File: src/rtl/debounce_bank.sv
// debounce_bank: multi-channel push-button debouncer.
// Each channel passes through a 2-flop synchroniser and a stable-time filter.
// The filter produces a clean level and one-cycle press/release pulses.
// any_press is a registered OR of the press pulses, one cycle late.
// Optional auto-repeat of press_pulse while a button is held is enabled by
// defining DEBOUNCE_REPEAT_EN.
module debounce_bank #(
    parameter int unsigned CHANNELS     = 4,
    parameter int unsigned COUNT_MAX    = 1000000,
    parameter int unsigned REPEAT_COUNT = 25000000
) (
    input  logic                clock,
    input  logic                reset_n,
    input  logic [CHANNELS-1:0] button,
    output logic [CHANNELS-1:0] level,
    output logic [CHANNELS-1:0] press_pulse,
    output logic [CHANNELS-1:0] release_pulse,
    output logic                any_press
);

    localparam int unsigned CNT_W = $clog2(COUNT_MAX);
    localparam logic [CNT_W-1:0] CNT_LAST = CNT_W'(COUNT_MAX - 1);

    // Elaboration-time sanity check on the configuration
    if (CHANNELS < 1 || COUNT_MAX < 2 || REPEAT_COUNT < 2) begin : g_bad_param
        $error("debounce_bank: CHANNELS>=1, COUNT_MAX>=2, REPEAT_COUNT>=2 required");
    end

    logic [CHANNELS-1:0] s1_q, s2_q;
    logic [CHANNELS-1:0] level_q, level_d;
    logic [CHANNELS-1:0] press_q, press_d;
    logic [CHANNELS-1:0] release_q, release_d;
    logic                any_q;
    logic [CNT_W-1:0]    cnt_q [CHANNELS];
    logic [CNT_W-1:0]    cnt_d [CHANNELS];

`ifdef DEBOUNCE_REPEAT_EN
    localparam int unsigned RCNT_W = $clog2(REPEAT_COUNT);
    localparam logic [RCNT_W-1:0] RCNT_LAST = RCNT_W'(REPEAT_COUNT - 1);

    logic [RCNT_W-1:0] rcnt_q [CHANNELS];
    logic [RCNT_W-1:0] rcnt_d [CHANNELS];
`endif

    // Stable-time filter and pulse generation, per channel
    always_comb begin
        level_d   = level_q;
        press_d   = '0;
        release_d = '0;
        for (int i = 0; i < CHANNELS; i++) begin
            cnt_d[i] = cnt_q[i];
            if (s2_q[i] == level_q[i]) begin
                // Any return to the current level restarts the filter
                cnt_d[i] = '0;
            end else if (cnt_q[i] != CNT_LAST) begin
                cnt_d[i] = cnt_q[i] + CNT_W'(1);
            end else begin
                cnt_d[i]     = '0;
                level_d[i]   = s2_q[i];
                press_d[i]   = s2_q[i];
                release_d[i] = ~s2_q[i];
            end
`ifdef DEBOUNCE_REPEAT_EN
            rcnt_d[i] = rcnt_q[i];
            if (!level_q[i]) begin
                rcnt_d[i] = '0;
            end else if (s2_q[i]) begin
                if (rcnt_q[i] == RCNT_LAST) begin
                    rcnt_d[i]  = '0;
                    press_d[i] = 1'b1;
                end else begin
                    rcnt_d[i] = rcnt_q[i] + RCNT_W'(1);
                end
            end
            // s2 low while level high: release filtering, repeat count held
`endif
        end
    end

    // State registers: synchroniser, filter counters, level and pulses
    always_ff @(posedge clock or negedge reset_n) begin
        if (!reset_n) begin
            s1_q      <= '0;
            s2_q      <= '0;
            level_q   <= '0;
            press_q   <= '0;
            release_q <= '0;
            any_q     <= 1'b0;
            for (int i = 0; i < CHANNELS; i++) begin
                cnt_q[i] <= '0;
`ifdef DEBOUNCE_REPEAT_EN
                rcnt_q[i] <= '0;
`endif
            end
        end else begin
            s1_q      <= button;
            s2_q      <= s1_q;
            level_q   <= level_d;
            press_q   <= press_d;
            release_q <= release_d;
            any_q     <= |press_q;
            for (int i = 0; i < CHANNELS; i++) begin
                cnt_q[i] <= cnt_d[i];
`ifdef DEBOUNCE_REPEAT_EN
                rcnt_q[i] <= rcnt_d[i];
`endif
            end
        end
    end

    assign level         = level_q;
    assign press_pulse   = press_q;
    assign release_pulse = release_q;
    assign any_press     = any_q;

endmodule

File: config.mk
export PLATFORM = sky130hd
export DESIGN_NAME = debounce_bank
export DESIGN_NICKNAME = d
export VERILOG_FILES = /design/src/rtl/debounce_bank.sv
export SDC_FILE = /design/constraint.sdc
export NUM_CORES = 1
export LEC_CHECK = 0
export CAP_MARGIN = 30
export CORE_UTILIZATION = 46
export CTS_CLUSTER_SIZE = 8
export DETAILED_ROUTE_END_ITERATION = 6
export PLACE_DENSITY = 0.66
export SKIP_CTS_REPAIR_TIMING = 1
export SYNTH_ARGS = -nofsm -noshare
export SYNTH_HDL_FRONTEND = slang
export SYNTH_SLANG_ARGS = --single-unit
File: constraint.sdc
create_clock -name clock -period 2.2 [get_ports clock]
set_clock_uncertainty 0.15 [all_clocks]
set_input_delay 0.22 -clock clock [delete_from_list [all_inputs] [get_ports clock]]
set_output_delay 0.22 -clock clock [all_outputs]
set_load 0.005 [all_outputs]
==> impl_metrics.csv <==
group,metric,value,unit
outcome,status,"finished, violations left",
outcome,failed_checks,"negative setup slack",
logic_synthesis,synthesis.instances,447,
worst_setup_path,crit_path_end_kind,"register",
floorplan,die_y,103,um
global_routing,grt_first_pass_wirelength,15300,um
worst_hold_path,timing.hold.worst.class,"input pin to register",
logic_synthesis,synth-edff-count,0,
power,total_leakage_power,0.00220,uW
clock_network,cts_tree,"built",
power,irDropWorstVdd,433,uV
clock_network,clockBufferDepth,2,
route,routed_wirelength,8540,um
timing,post-route-worst-setup-slack,-0.00745,ns
worst_setup_path,critPathKind,"register to register",
power,power,3350,uW
worst_setup_path,critical-path-max-stage-delay,0.51,ns
logic_synthesis,synth_top_flop_cell,"sky130_fd_sc_hd__dfrtp_1",
clock_network,clk_pin_slew,0.10,ns
logic_synthesis,post_synth_instance_area,4650,um2
logic_synthesis,seq_area_frac_synth,54.4,%
logic_synthesis,netlist-cell-type-count,40,
worst_setup_path,crit_arrival,2.32,ns
route,post_route_ant_nets,0,
route,detail_route.iter0.violations,58,
power,p_per_area,611,nW/um2
worst_setup_path,maximum_fanout_along_the_worst_path,5,
timing,maxClockFrequency,453,MHz
route,detail_route.drc_violations,0,
placement,detailedPlacementHpwl,5980,um
floorplan,core_area,9770,um2
logic_synthesis,ys_ff_latch,101,
global_routing,grt_max_degree,42,
floorplan,io_pins,19,
route,dr_total_vias,3360,
layout,layout_area_growth_over_synthesis,18.0,%
global_routing,overall_fraction_of_global_route_tracks_in_use,18.7,%
floorplan,floorplan.die_area,10500,um2
placement,post_placement_worst_setup_slack,-0.00219,ns
timing,tightestPinTransition,0.653,ns
clock_network,cts_buffers,9,
timing,timing.final.crit_share,100,%
layout,final_layout_size_suffix_gt1_share,12.4,%
clock_network,clock_tree.root_cell,"sky130_fd_sc_hd__clkbuf_8",
worst_setup_path,timing.critical_path.from_type,"register",
global_routing,antenna_violations_before_repair,0,
placement,gpl.final_weighted_congestion,0.791,
logic_synthesis,yosys_warnings,0,
clock_network,ctsHtreeMaxLevel,3,
layout,sequential_cell_area,2530,um2
timing,drv_slew,0,
layout,fill_cells,869,
placement,buffers_on_ports,18,
timing,timing.max_slew.rel_slack,56.1,%
worst_setup_path,critical_path_cell_list,"or4b_1, or4_4, or2_4, mux2_4",
global_routing,grt_pass1_vias,3341,
timing,timing.final.crit_period,2.21,ns
logic_synthesis,mappedNetlistNets,457,
layout,finalCoreUtilization,56.1,%
logic_synthesis,synth-async-reset-ratio,100,%
worst_setup_path,reg2reg_setup_slack,-0.007,ns
global_routing,global_route.overflow_total,0,
clock_network,cts.sinks,101,
timing,final_hold_viol_count,0,
route,vias_per_cell,5.25,
floorplan,chip_width,103,um
timing,finalSetupViolations,1,
route,drt_first_pass_iters,4,
layout,design.final.nets,512,
worst_setup_path,critical_path_required,2.32,ns
floorplan,placement_rows,36,
floorplan,initial_util,47.6,%
route,avgRoutedWirePerCell,13.3,um
clock_network,worst_skew_late_latency,0.38,ns
logic_synthesis,syn-mean-instance-area,10.4,um2
worst_setup_path,worst_path_max_delay_cell,"sky130_fd_sc_hd__or4b_1",
flow_run,timing.max_cap.violations,0,
timing,grt_setup_unrepaired,"yes",
layout,antenna_diode_count,0,
layout,total_area_of_multi_input_combinational_cells,2060,um2
## layout by cell type (no fill, tap or decap), drive strengths merged, types with 2 or more instances in the layout
master | netlist | layout
mux2 | 4 | 4
clkdlybuf4s50 | 0 | 17
or3 | 8 | 8
clkbuf | 5 | 9
nor4bb | 2 | 2
a21oi | 9 | 9
o31ai | 4 | 4
and2 | 5 | 5
xor2 | 14 | 14
or2 | 4 | 4
nor2 | 79 | 79
ha | 4 | 4
nor4b | 3 | 3
and3 | 11 | 11
mux2i | 2 | 2
nor3b | 8 | 8
nand3 | 21 | 21
o21ai | 7 | 7
or4b | 2 | 2
bufinv | 0 | 2
or4 | 6 | 6
o221ai | 5 | 5
buf | 2 | 33
nand2 | 14 | 14
nand4 | 24 | 24
dfrtp | 101 | 101
a211oi | 3 | 3
xnor2 | 47 | 47
nor3 | 15 | 15
nor4 | 19 | 19
inv | 14 | 17
## worst paths after layout
check | start | endpoint | cells past startpoint
max in group asynchronous | reset_n | cnt_q[77] | 3
max reg2reg | cnt_q[15] | level[3] | 4
max | cnt_q[15] | level[3] | 4
min reg2reg | s1_q[1] | s2_q[1] | 0
min | button[0] | s1_q[0] | 1
min in group asynchronous | reset_n | level[1] | 2
## routing by layer
layer	vias up	routed length [um]	global-route usage [%]
met5	-	0	0
met3	12	243	4.47
li1	1692	-	-
met4	0	147	7.69
met1	1616	4270	25.2
met2	40	3880	29.2
## synth_stat cells (2+ instances only)
master | n | area share (%)
sky130_fd_sc_hd__a211oi_1 | 3 | 0.48
sky130_fd_sc_hd__a21oi_1 | 9 | 0.97
sky130_fd_sc_hd__and2_1 | 5 | 0.67
sky130_fd_sc_hd__and3_1 | 11 | 1.5
sky130_fd_sc_hd__buf_2 | 2 | 0.22
sky130_fd_sc_hd__clkbuf_1 | 5 | 0.40
sky130_fd_sc_hd__dfrtp_1 | 101 | 54
sky130_fd_sc_hd__ha_1 | 4 | 1.1
sky130_fd_sc_hd__inv_1 | 14 | 1.1
sky130_fd_sc_hd__mux2_2 | 3 | 0.73
sky130_fd_sc_hd__mux2i_1 | 2 | 0.43
sky130_fd_sc_hd__nand2_1 | 14 | 1.1
sky130_fd_sc_hd__nand3_1 | 21 | 2.3
sky130_fd_sc_hd__nand4_1 | 24 | 3.2
sky130_fd_sc_hd__nor2_1 | 79 | 6.4
sky130_fd_sc_hd__nor3_1 | 15 | 1.6
sky130_fd_sc_hd__nor3b_1 | 8 | 1.3
sky130_fd_sc_hd__nor4_1 | 19 | 2.6
sky130_fd_sc_hd__nor4b_1 | 3 | 0.57
sky130_fd_sc_hd__nor4bb_1 | 2 | 0.43
sky130_fd_sc_hd__o21ai_0 | 5 | 0.54
sky130_fd_sc_hd__o221ai_1 | 5 | 0.94
sky130_fd_sc_hd__o31ai_1 | 2 | 0.32
sky130_fd_sc_hd__o31ai_2 | 2 | 0.54
sky130_fd_sc_hd__or2_2 | 3 | 0.40
sky130_fd_sc_hd__or3_1 | 8 | 1.1
sky130_fd_sc_hd__or4_1 | 5 | 0.81
sky130_fd_sc_hd__or4b_1 | 2 | 0.43
sky130_fd_sc_hd__xnor2_1 | 47 | 8.9
sky130_fd_sc_hd__xor2_1 | 14 | 2.6
## cell families after synthesis
| group | Yosys count | synth area share, % |
|---|---|---|
| compound gates | 30 | 4.52 |
| xor+xnor | 61 | 11.5 |
| fa+ha+maj | 4 | 1.08 |
| buf+inv | 21 | 1.75 |
| flops | 101 | 54.4 |
| mux | 6 | 1.48 |
| simple gates | 224 | 25.3 |
## flip-flops by register name, indices dropped and copies added (netlist names)
register,flops
s2_q,4
level,4
press_pulse,4
any_press,1
release_pulse,4
cnt_q,80
s1_q,4
## per-stage QoR
step | setup TNS [ns] | std cells | hold slack [ns] | area [um2]
2_1_floorplan | -0.0139 | 447 | -0.226 | 4660
4_1_cts | -0.0155 | 639 | -0.346 | 5450
6_report | -0.00745 | 640 | 0.121 | 5480
3_5_place_dp | -0.00219 | 623 | 0.0874 | 5230
5_1_grt | -0.527 | 640 | 0.101 | 5480
3_3_place_gp | 0 | 623 | 0.0815 | 5230
## layout make-up
cell class              count  share of cell area [%]
clock buffers               9                    2.26
clock inverters             7                    1.87
inverters                  14                   0.958
multi-input cells         325                    37.6
flip-flops and latches    101                    46.1
well taps                 133                    3.04
repair buffers             51                    8.17
## power by group
group | switching (uW) | total [uW] | internal (uW)
clock network | 668 | 1320 | 654
registers | 23.9 | 1900 | 1880
logic | 75.5 | 121 | 45.9
## worst max-delay path: cells and delay by family (launching register included)
family / cells / cell delay [ns]
DFF: 1 / 0.38
muxes: 1 / 0.30
and+or+nand+nor: 3 / 1.27
Note: power is estimated with default switching activity, not from simulation.
